## config.mk

```make
export PLATFORM = sky130hd
export DESIGN_NAME = vpu_deload_ctrl_flat
export DESIGN_NICKNAME = d
export VERILOG_FILES = /design/src/rtl/vpu_deload_ctrl_if.sv /design/src/rtl/vpu_deload_ctrl.sv /design/src/flat_wrapper.sv
export SDC_FILE = /design/constraint.sdc
export NUM_CORES = 1
export LEC_CHECK = 0
export ABC_CLOCK_PERIOD_IN_PS = 3300
export BUFFER_PORTS_ARGS = -buffer_cell sky130_fd_sc_hd__buf_2
export CORE_MARGIN = 5
export CORE_UTILIZATION = 45
export DETAILED_ROUTE_END_ITERATION = 12
export PLACE_DENSITY = 0.8
export SLEW_MARGIN = 30
export SYNTH_ARGS = -nofsm -noshare
export SYNTH_HDL_FRONTEND = slang
export SYNTH_SLANG_ARGS = --single-unit
```

## constraint.sdc

```tcl
create_clock -name clk -period 3.3 [get_ports clk]
set_input_delay 0.165 -clock clk [delete_from_list [all_inputs] [get_ports clk]]
set_output_delay 0.165 -clock clk [all_outputs]
set_load 0.05 [all_outputs]
```

## src/rtl/vpu_deload_ctrl_if.sv

```systemverilog
// Handshake/bus bundle between the deload sequencer and its environment
// (job control, output-buffer write port and vpu_deload mirror outputs).
interface vpu_deload_ctrl_if #(
  parameter int CNT_W  = 3,
  parameter int TILE_W = 2,
  parameter int ADDR_W = 8
);
  logic              start;
  logic              compute_done;
  logic              wr_ready;
  logic              deload;
  logic              wr_valid;
  logic [ADDR_W-1:0] wr_addr;
  logic [CNT_W-1:0]  row_idx;
  logic [CNT_W-1:0]  col_idx;
  logic [TILE_W-1:0] tile_idx;
  logic              busy;
  logic              tile_done;
  logic              all_done;

  modport master (
    output start, compute_done, wr_ready,
    input  deload, wr_valid, wr_addr, row_idx, col_idx, tile_idx,
    input  busy, tile_done, all_done
  );

  modport slave (
    input  start, compute_done, wr_ready,
    output deload, wr_valid, wr_addr, row_idx, col_idx, tile_idx,
    output busy, tile_done, all_done
  );
endinterface

```

## src/rtl/vpu_deload_ctrl.sv

```systemverilog
// Tile-by-tile deload sequencer: waits for compute completion, drains the array
// pipeline, then streams ROW_A*ROW_A beats per tile under write back-pressure.
module vpu_deload_ctrl #(
  parameter int ROW_A     = 8,
  parameter int TILES     = 4,
  parameter int DRAIN_CYC = 2,
  parameter int CNT_W     = $clog2(ROW_A),
  parameter int TILE_W    = $clog2(TILES),
  parameter int ADDR_W    = $clog2(TILES * ROW_A * ROW_A)
) (
  input  logic              clk,
  input  logic              reset,
  vpu_deload_ctrl_if.slave  bus
);

  localparam int DRAIN_W = (DRAIN_CYC < 2) ? 1 : $clog2(DRAIN_CYC + 1);

  localparam logic [CNT_W-1:0]   LAST_IDX  = CNT_W'(ROW_A - 1);
  localparam logic [TILE_W-1:0]  LAST_TILE = TILE_W'(TILES - 1);
  localparam logic [DRAIN_W-1:0] DRAIN_LD  = DRAIN_W'(DRAIN_CYC);
  localparam logic [ADDR_W-1:0]  TILE_SZ   = ADDR_W'(ROW_A * ROW_A);
  localparam logic [ADDR_W-1:0]  ROW_SZ    = ADDR_W'(ROW_A);

  typedef enum logic [2:0] {
    S_IDLE     = 3'd0,
    S_WAIT_CMP = 3'd1,
    S_DRAIN    = 3'd2,
    S_DELOAD   = 3'd3,
    S_TILE_END = 3'd4
  } state_t;

  state_t              r_state;
  state_t              w_state_nxt;
  logic [CNT_W-1:0]    r_row;
  logic [CNT_W-1:0]    r_col;
  logic [CNT_W-1:0]    w_row_nxt;
  logic [CNT_W-1:0]    w_col_nxt;
  logic [TILE_W-1:0]   r_tile;
  logic [TILE_W-1:0]   w_tile_nxt;
  logic [DRAIN_W-1:0]  r_drain;
  logic [DRAIN_W-1:0]  w_drain_nxt;
  logic                w_wr_valid;
  logic                w_tile_end;
  logic [ADDR_W-1:0]   w_addr;

  // State, mirror counters and drain counter; counters only move on accepted beats
  always_ff @(posedge clk) begin
    if (reset) begin
      r_state <= S_IDLE;
      r_row   <= {CNT_W{1'b0}};
      r_col   <= {CNT_W{1'b0}};
      r_tile  <= {TILE_W{1'b0}};
      r_drain <= {DRAIN_W{1'b0}};
    end else begin
      r_state <= w_state_nxt;
      r_row   <= w_row_nxt;
      r_col   <= w_col_nxt;
      r_tile  <= w_tile_nxt;
      r_drain <= w_drain_nxt;
    end
  end

  // Next-state and counter update logic
  always_comb begin
    w_state_nxt = r_state;
    w_row_nxt   = r_row;
    w_col_nxt   = r_col;
    w_tile_nxt  = r_tile;
    w_drain_nxt = r_drain;
    case (r_state)
      S_IDLE: begin
        if (bus.start) begin
          w_state_nxt = S_WAIT_CMP;
          w_tile_nxt  = {TILE_W{1'b0}};
        end else begin
          w_state_nxt = S_IDLE;
        end
      end
      S_WAIT_CMP: begin
        if (bus.compute_done) begin
          if (DRAIN_CYC == 0) begin
            w_state_nxt = S_DELOAD;
          end else begin
            w_state_nxt = S_DRAIN;
            w_drain_nxt = DRAIN_LD;
          end
        end else begin
          w_state_nxt = S_WAIT_CMP;
        end
      end
      S_DRAIN: begin
        // Counter was loaded with DRAIN_CYC, so leaving at 1 gives exactly DRAIN_CYC cycles here
        w_drain_nxt = r_drain - DRAIN_W'(1);
        if (r_drain <= DRAIN_W'(1)) begin
          w_state_nxt = S_DELOAD;
        end else begin
          w_state_nxt = S_DRAIN;
        end
      end
      S_DELOAD: begin
        if (bus.wr_ready) begin
          if (r_col == LAST_IDX) begin
            w_col_nxt = {CNT_W{1'b0}};
            if (r_row == LAST_IDX) begin
              w_row_nxt   = {CNT_W{1'b0}};
              w_state_nxt = S_TILE_END;
            end else begin
              w_row_nxt = r_row + CNT_W'(1);
            end
          end else begin
            w_col_nxt = r_col + CNT_W'(1);
          end
        end else begin
          w_state_nxt = S_DELOAD;
        end
      end
      S_TILE_END: begin
        if (r_tile == LAST_TILE) begin
          w_tile_nxt  = {TILE_W{1'b0}};
          w_state_nxt = S_IDLE;
        end else begin
          w_tile_nxt  = r_tile + TILE_W'(1);
          w_state_nxt = S_WAIT_CMP;
        end
      end
      default: begin
        w_state_nxt = S_IDLE;
      end
    endcase
  end

  assign w_wr_valid = (r_state == S_DELOAD) && !reset;
  assign w_tile_end = (r_state == S_TILE_END) && !reset;
  assign w_addr     = ADDR_W'(r_tile) * TILE_SZ + ADDR_W'(r_row) * ROW_SZ + ADDR_W'(r_col);

  // deload must fire in the same cycle as the accept so vpu_deload and the mirrors step together
  assign bus.wr_valid  = w_wr_valid;
  assign bus.deload    = w_wr_valid && bus.wr_ready;
  assign bus.busy      = (r_state != S_IDLE) && !reset;
  assign bus.tile_done = w_tile_end;
  assign bus.all_done  = w_tile_end && (r_tile == LAST_TILE);
  assign bus.wr_addr   = reset ? {ADDR_W{1'b0}} : w_addr;
  assign bus.row_idx   = reset ? {CNT_W{1'b0}}  : r_row;
  assign bus.col_idx   = reset ? {CNT_W{1'b0}}  : r_col;
  assign bus.tile_idx  = reset ? {TILE_W{1'b0}} : r_tile;

endmodule

```

## src/flat_wrapper.sv

```systemverilog
// flat-port wrapper written by rule: the top's interface ports become plain ports
module vpu_deload_ctrl_flat 
#(
  parameter int ROW_A     = 8,
  parameter int TILES     = 4,
  parameter int DRAIN_CYC = 2,
  parameter int CNT_W     = $clog2(ROW_A),
  parameter int TILE_W    = $clog2(TILES),
  parameter int ADDR_W    = $clog2(TILES * ROW_A * ROW_A)
)
  (clk, reset, bus_start, bus_compute_done, bus_wr_ready, bus_deload, bus_wr_valid, bus_wr_addr, bus_row_idx, bus_col_idx, bus_tile_idx, bus_busy, bus_tile_done, bus_all_done);
  vpu_deload_ctrl_if #(.CNT_W(CNT_W), .TILE_W(TILE_W), .ADDR_W(ADDR_W)) bus_i ();
  input  logic clk;
  input  logic reset;
  input wire logic [$bits(bus_i.start)-1:0] bus_start;
  input wire logic [$bits(bus_i.compute_done)-1:0] bus_compute_done;
  input wire logic [$bits(bus_i.wr_ready)-1:0] bus_wr_ready;
  output wire logic [$bits(bus_i.deload)-1:0] bus_deload;
  output wire logic [$bits(bus_i.wr_valid)-1:0] bus_wr_valid;
  output wire logic [$bits(bus_i.wr_addr)-1:0] bus_wr_addr;
  output wire logic [$bits(bus_i.row_idx)-1:0] bus_row_idx;
  output wire logic [$bits(bus_i.col_idx)-1:0] bus_col_idx;
  output wire logic [$bits(bus_i.tile_idx)-1:0] bus_tile_idx;
  output wire logic [$bits(bus_i.busy)-1:0] bus_busy;
  output wire logic [$bits(bus_i.tile_done)-1:0] bus_tile_done;
  output wire logic [$bits(bus_i.all_done)-1:0] bus_all_done;
  assign bus_i.start = bus_start;
  assign bus_i.compute_done = bus_compute_done;
  assign bus_i.wr_ready = bus_wr_ready;
  assign bus_deload = bus_i.deload;
  assign bus_wr_valid = bus_i.wr_valid;
  assign bus_wr_addr = bus_i.wr_addr;
  assign bus_row_idx = bus_i.row_idx;
  assign bus_col_idx = bus_i.col_idx;
  assign bus_tile_idx = bus_i.tile_idx;
  assign bus_busy = bus_i.busy;
  assign bus_tile_done = bus_i.tile_done;
  assign bus_all_done = bus_i.all_done;
  vpu_deload_ctrl #(.ROW_A(ROW_A), .TILES(TILES), .DRAIN_CYC(DRAIN_CYC), .CNT_W(CNT_W), .TILE_W(TILE_W), .ADDR_W(ADDR_W)) u_core (.clk(clk), .reset(reset), .bus(bus_i));
endmodule
```

==> results.cfg, run 1 <==
[yosys]
postSynthAreaPerCell_um2 = 8.70
synth_edf_count = 0
synthTopCellsByCount = dfxtp_1, nor2_1, buf_4
synth_top_area_share_pct = 32.5
synth_seq_cells = 13
synth_area_leader_cell = dfxtp_1
synth.net_count = 103
synthCells = 92
yosysSeqAreaShare_pct = 32.5
synth.distinct_cells = 31
synth_async_sr_flop_share_pct = 0
ys_warn_count = 0
synth.most_common_cell = dfxtp_1
synth-main-ff-cell = dfxtp_1
synth_area_leaders = dfxtp_1, buf_4, ha_1
netlist_area_um2 = 801

[timing]
rsz0062_at_grt = false
finClkSkew_ns = 0.00983
slew_headroom_pct = 72.0
timing.final.crit_share_pct = 60.0
tightest_slew_ns = 0.419
min_period_ns = 1.98
hold_viol = 0
fin_tns_setup_ns = 0
setup_viol = 0
maxSlewViolCount = 0
fmax_mhz = 505

[floorplanning]
num_rows = 15
fp.dieW_um = 52.2
core-area_um2 = 1710
die_area_um2 = 2720
initial_utilization_pct = 46.9
fp.dieH_um = 52.2
ios = 26

[outcome]
status = finished clean

[finish]
fill_cells = 172
fin_nets = 121
n_antenna_cell = 0
drive_gt1_share_pct = 31.2
stdcell_count = 134
area_growth_pct = 12.5
seqCellArea_um2 = 260
multi_input_area_um2 = 450

[route]
drt-initial-drc-count = 1
wl_per_cell_um = 12.2
drc = 0
viasPerCell = 5.13
ant_nets = 0
vias = 688
drtPass1Iterations = 2
wirelength_mm = 1.64

[clock_tree]
root_buffer = clkbuf_4
worstSkewPairLatency_ns = 0.28
clock_path_buffers = 2
clkTransAtPathRegs_ns = 0.09
cts_made_buffers = 3
numClockSinks = 13
cts_setup_buffers = 0
ctsHoldBuffers = 0
cts_tree = built
cts.repair.resized = 0
cts_max_level = 1

[placed_design]
placed_cells = 130
portBuffers = 25
gp_congestion = 0.824
dpl.hpwl_mm = 1.25

[global_route]
gr-usage-met1_pct = 14.5
antenna_found_initial = 0
grt_max_degree = 26
first_global_vias = 597
use_met3_pct = 5.41
grt_pass1_wl_mm = 2.50
grt-busiest-layer = met2
grt.total_usage_pct = 12.6
met2_usage_pct = 20.3
overflow = 0

[setup_path]
rr_endpoint = u_core.r_col[1]
r2r-start = u_core.r_state[2]
crit_end = bus_all_done
r2r_cells = 4
required_ns = 3.13
r2r_slack_ns = 1.83
endpoint_kind = primary output
start_kind = flip-flop
crit_start = u_core.r_state[2]
worstSetupPathType = flip-flop to primary output
cp_max_fo = 12
worstPathArrival_ns = 1.82

[power]
ir_worst_vdd_mv = 0.266
p_leak_nw = 0.462
powerDensity_nw_per_um2 = 354

[job]
drv_cap = 0

[hold_path]
hold_class = input pin to flip-flop
## worst min path at each step
stage / start / endpoint / slack [ns] / cells after the start
after floorplan: reset / u_core.r_drain[0] / 0.25 / 1
after global placement: u_core.r_col[1] / u_core.r_col[1] / 0.45 / 2
after detailed placement: u_core.r_col[1] / u_core.r_col[1] / 0.47 / 2
after CTS: bus_wr_ready / u_core.r_state[2] / 0.22 / 3
after global routing: bus_wr_ready / u_core.r_state[2] / 0.24 / 3
final: bus_wr_ready / u_core.r_state[2] / 0.22 / 3
## state kept, by name, summed over array words and instances, names as in the netlist
register        cells
u_core.r_row        3
u_core.r_drain      2
u_core.r_tile       2
u_core.r_state      3
u_core.r_col        3
## stage by stage
stage          cell area, um2  total power [mW]  hold WS (ns)  utilization [%]  setup slack, ns
2_1_floorplan             801             0.210         0.248                -            0.994
3_3_place_gp              875             0.219         0.454             51.2             1.69
3_5_place_dp              875             0.222         0.473             51.2             1.63
4_1_cts                   901             0.322         0.222             52.7             1.32
5_1_grt                   901             0.333         0.243             52.7             1.22
6_report                  901             0.319         0.221             52.7             1.32
## worst max-delay path: stages, from the launching register on
cell     delay, ns
dfxtp_1       0.53
or3b_2        0.50
nor2_1        0.12
and2_1        0.13
buf_2         0.25
## cell type report
class	count	area share [%]
clock buffer	4	2.92
inverter	2	0.833
multi-input combinational	65	50.0
sequential	13	28.9
tap	25	3.47
timing repair buffer	25	13.9
## metal layers
metal | share of wire [%] | wire [um]
met4 | 1.6 | 27
met3 | 7.0 | 115
met5 | 0 | 0
met1 | 44 | 716
met2 | 48 | 781
## power breakdown
| group | total [mW] | switching, mW | internal [mW] |
|---|---|---|---|
| clock network | 0.101 | 0.0540 | 0.0469 |
| registers | 0.172 | 0.00930 | 0.163 |
| logic | 0.0461 | 0.0284 | 0.0177 |
| total | 0.319 | 0.0917 | 0.227 |
## kinds of logic (layout without fill, tap and decap cells)
group	Yosys count	in the layout	synth area share (%)
and+or+nand+nor	39	39	28.8
DFF	13	13	32.5
muxes	4	4	5.00
AOI/OAI and AO/OA	16	16	13.1
buffers and inverters	14	31	11.3
adders and majority gates	6	6	9.37
## layout by cell type, fill, tap and decap left out, types with 2 or more instances in the layout
cell / instances
nand2_1: 3
o21ai_0: 2
a21o_1: 3
buf_2: 25
inv_1: 2
ha_1: 6
a21oi_1: 5
or3b_2: 2
nor2_1: 11
nor3_1: 4
nor2b_1: 8
dfxtp_1: 13
mux2i_1: 4
clkbuf_4: 3
Note: power is estimated with default switching activity, not from simulation.
==> run 2, diff against run 1 <==
--- a/config.mk
+++ b/config.mk
@@ -5,12 +5,12 @@
 export SDC_FILE = /design/constraint.sdc
 export NUM_CORES = 1
 export LEC_CHECK = 0
-export ABC_CLOCK_PERIOD_IN_PS = 3300
+export ABC_CLOCK_PERIOD_IN_PS = 1700
 export BUFFER_PORTS_ARGS = -buffer_cell sky130_fd_sc_hd__buf_2
 export CORE_MARGIN = 5
-export CORE_UTILIZATION = 45
+export CORE_UTILIZATION = 44
 export DETAILED_ROUTE_END_ITERATION = 12
-export PLACE_DENSITY = 0.8
+export PLACE_DENSITY = 0.82
 export SLEW_MARGIN = 30
 export SYNTH_ARGS = -nofsm -noshare
 export SYNTH_HDL_FRONTEND = slang
==> constraint.sdc (replaced) <==
create_clock -name clk -period 1.7 [get_ports clk]
set_input_delay 0.085 -clock clk [delete_from_list [all_inputs] [get_ports clk]]
set_output_delay 0.085 -clock clk [all_outputs]
set_load 0.05 [all_outputs]
==> run 2 against run 1 <==
Net effect: clock skew shrank 0.0073 ns; first-iteration DRC count grew to 6.0 times the previous value; clock-buffer cell count is the same; critical endpoint unchanged; non-clock buffer count grew 2; largest cell class unchanged; sequential cell count is the same; critical path depth is the same; utilization grew 1.2 points; worst hold slack lost 0.071 ns; die area grew 1.8%.
==> results.cfg, run 2 (synthesis results as in run 1) <==
[finish]
reg_top3 = u_core.r_col x3, u_core.r_row x3, u_core.r_state x3
layout_common_cells = buf_2, dfxtp_1, nor2_1, nor2b_1, ha_1
area_growth_pct = 16.3
drive_gt1_share_pct = 35.1
finish.instance_area_um2 = 931
final_common_cell = buf_2
fin_nets = 123
n_antenna_cell = 0

[clock_tree]
cts_tree = built
root_buffer = clkbuf_4
clkTransAtPathRegs_ns = 0.08
worstSkewPairLatency_ns = 0.28
clock_path_buffers = 2
cts_made_buffers = 3
cts_max_level = 1
numClockSinks = 13

[floorplanning]
fp.dieH_um = 52.7
core-area_um2 = 1730
fp.dieW_um = 52.7
num_rows = 15
die_area_um2 = 2770
ios = 26
initial_utilization_pct = 46.4

[route]
drc = 0
wl_per_cell_um = 11.4
drt-initial-drc-count = 6
drtPass1Iterations = 3
vias = 695
viasPerCell = 5.11
wirelength_mm = 1.55
ant_nets = 0

[timing]
min_period_ns = 1.64
hold_viol = 0
setup_viol = 0
slew_headroom_pct = 70.8
fmax_mhz = 610
finClkSkew_ns = 0.00248
rsz0062_at_grt = false
maxSlewViolCount = 0
tightest_slew_ns = 0.438
fin_tns_setup_ns = 0
timing.final.crit_share_pct = 96.4

[global_route]
overflow = 0
grt-busiest-layer = met2
met2_usage_pct = 20.2
grt.total_usage_pct = 12.9
grt_max_degree = 26
use_met3_pct = 3.13
gr-usage-met1_pct = 16.8
grt_pass1_wl_mm = 2.73
first_global_vias = 654
antenna_found_initial = 0

[hold_path]
hold_class = input pin to flip-flop

[power]
ir_worst_vdd_mv = 0.525
powerDensity_nw_per_um2 = 665
p_leak_nw = 0.473
p_total_mw = 0.619

[setup_path]
slowest_stage = or3b_2
endpoint_kind = primary output
critical-path-max-stage-delay_ns = 0.49
required_ns = 1.62
start_kind = flip-flop
worstSetupPathType = flip-flop to primary output
crit_chain = or3b_2 -> nor2_4 -> and2_2 -> buf_4
cp_max_fo = 9
worstPathArrival_ns = 1.55

[outcome]
status = finished clean

[placed_design]
portBuffers = 25
gp_congestion = 0.822
dpl-instance-area_um2 = 898
dpl.hpwl_mm = 1.21

[job]
drv_cap = 0
[run 2: changes by cell type in the layout (fill, tap and decap cells not counted), sizes merged]
| cell | change |
|---|---|
| buf | +1 |
| clkbuf | +1 |
[run 2: stage by stage]
step | hold WS [ns] | util, % | worst slack (ns) | instances
after floorplan | 0.168 | - | 0.00810 | 92
after global placement | 0.425 | 52.0 | 0.300 | 132
after detailed placement | 0.442 | 52.0 | 0.261 | 132
after CTS | 0.148 | 53.7 | 0.0179 | 136
after global routing | 0.157 | 53.9 | 0.0107 | 136
final | 0.150 | 53.9 | 0.0608 | 136
[run 2: worst paths after layout]
| check | depth (start not counted) | slack (ns) | end | start |
|---|---|---|---|---|
| min | 3 | 0.15 | u_core.r_state[2] | bus_wr_ready |
| max | 4 | 0.06 | bus_all_done | u_core.r_state[1] |
| min reg2reg | 2 | 0.47 | u_core.r_col[1] | u_core.r_col[1] |
| max reg2reg | 5 | 0.24 | u_core.r_col[1] | u_core.r_state[2] |
[run 2: metal layers]
metal	vias to the layer above	share of wire, %
met5	-	0
met4	0	1.7
met3	4	6.6
met2	19	45
met1	316	47
li1	356	-
[run 2: critical path, delay by kind of cell (launching register included)]
| kind | cells | cell delay, ns |
|---|---|---|
| buf+inv | 1 | 0.19 |
| simple gates | 3 | 0.73 |
| flops | 1 | 0.36 |
[run 2: final cells by class]
type / instances / area (um2)
fill: 181 / 796
tap: 25 / 31.3
multi-input combinational: 65 / 459
inverter: 2 / 7.51
sequential: 13 / 262
clock buffer: 4 / 26.3
timing repair buffer: 27 / 145
[run 2: report_power, final]
group | internal, mW | switching, mW | total, mW
clock | 0.0911 | 0.102 | 0.193
combinational | 0.0377 | 0.0640 | 0.102
sequential | 0.316 | 0.00885 | 0.325
[run 2: repair_timing]
action / 4_1_cts / 5_1_grt
resized for setup: 1 / 2
buffers inserted: 0 / 0
endpoints found under the setup margin: 1 / 2
hold buffers: 0 / 0
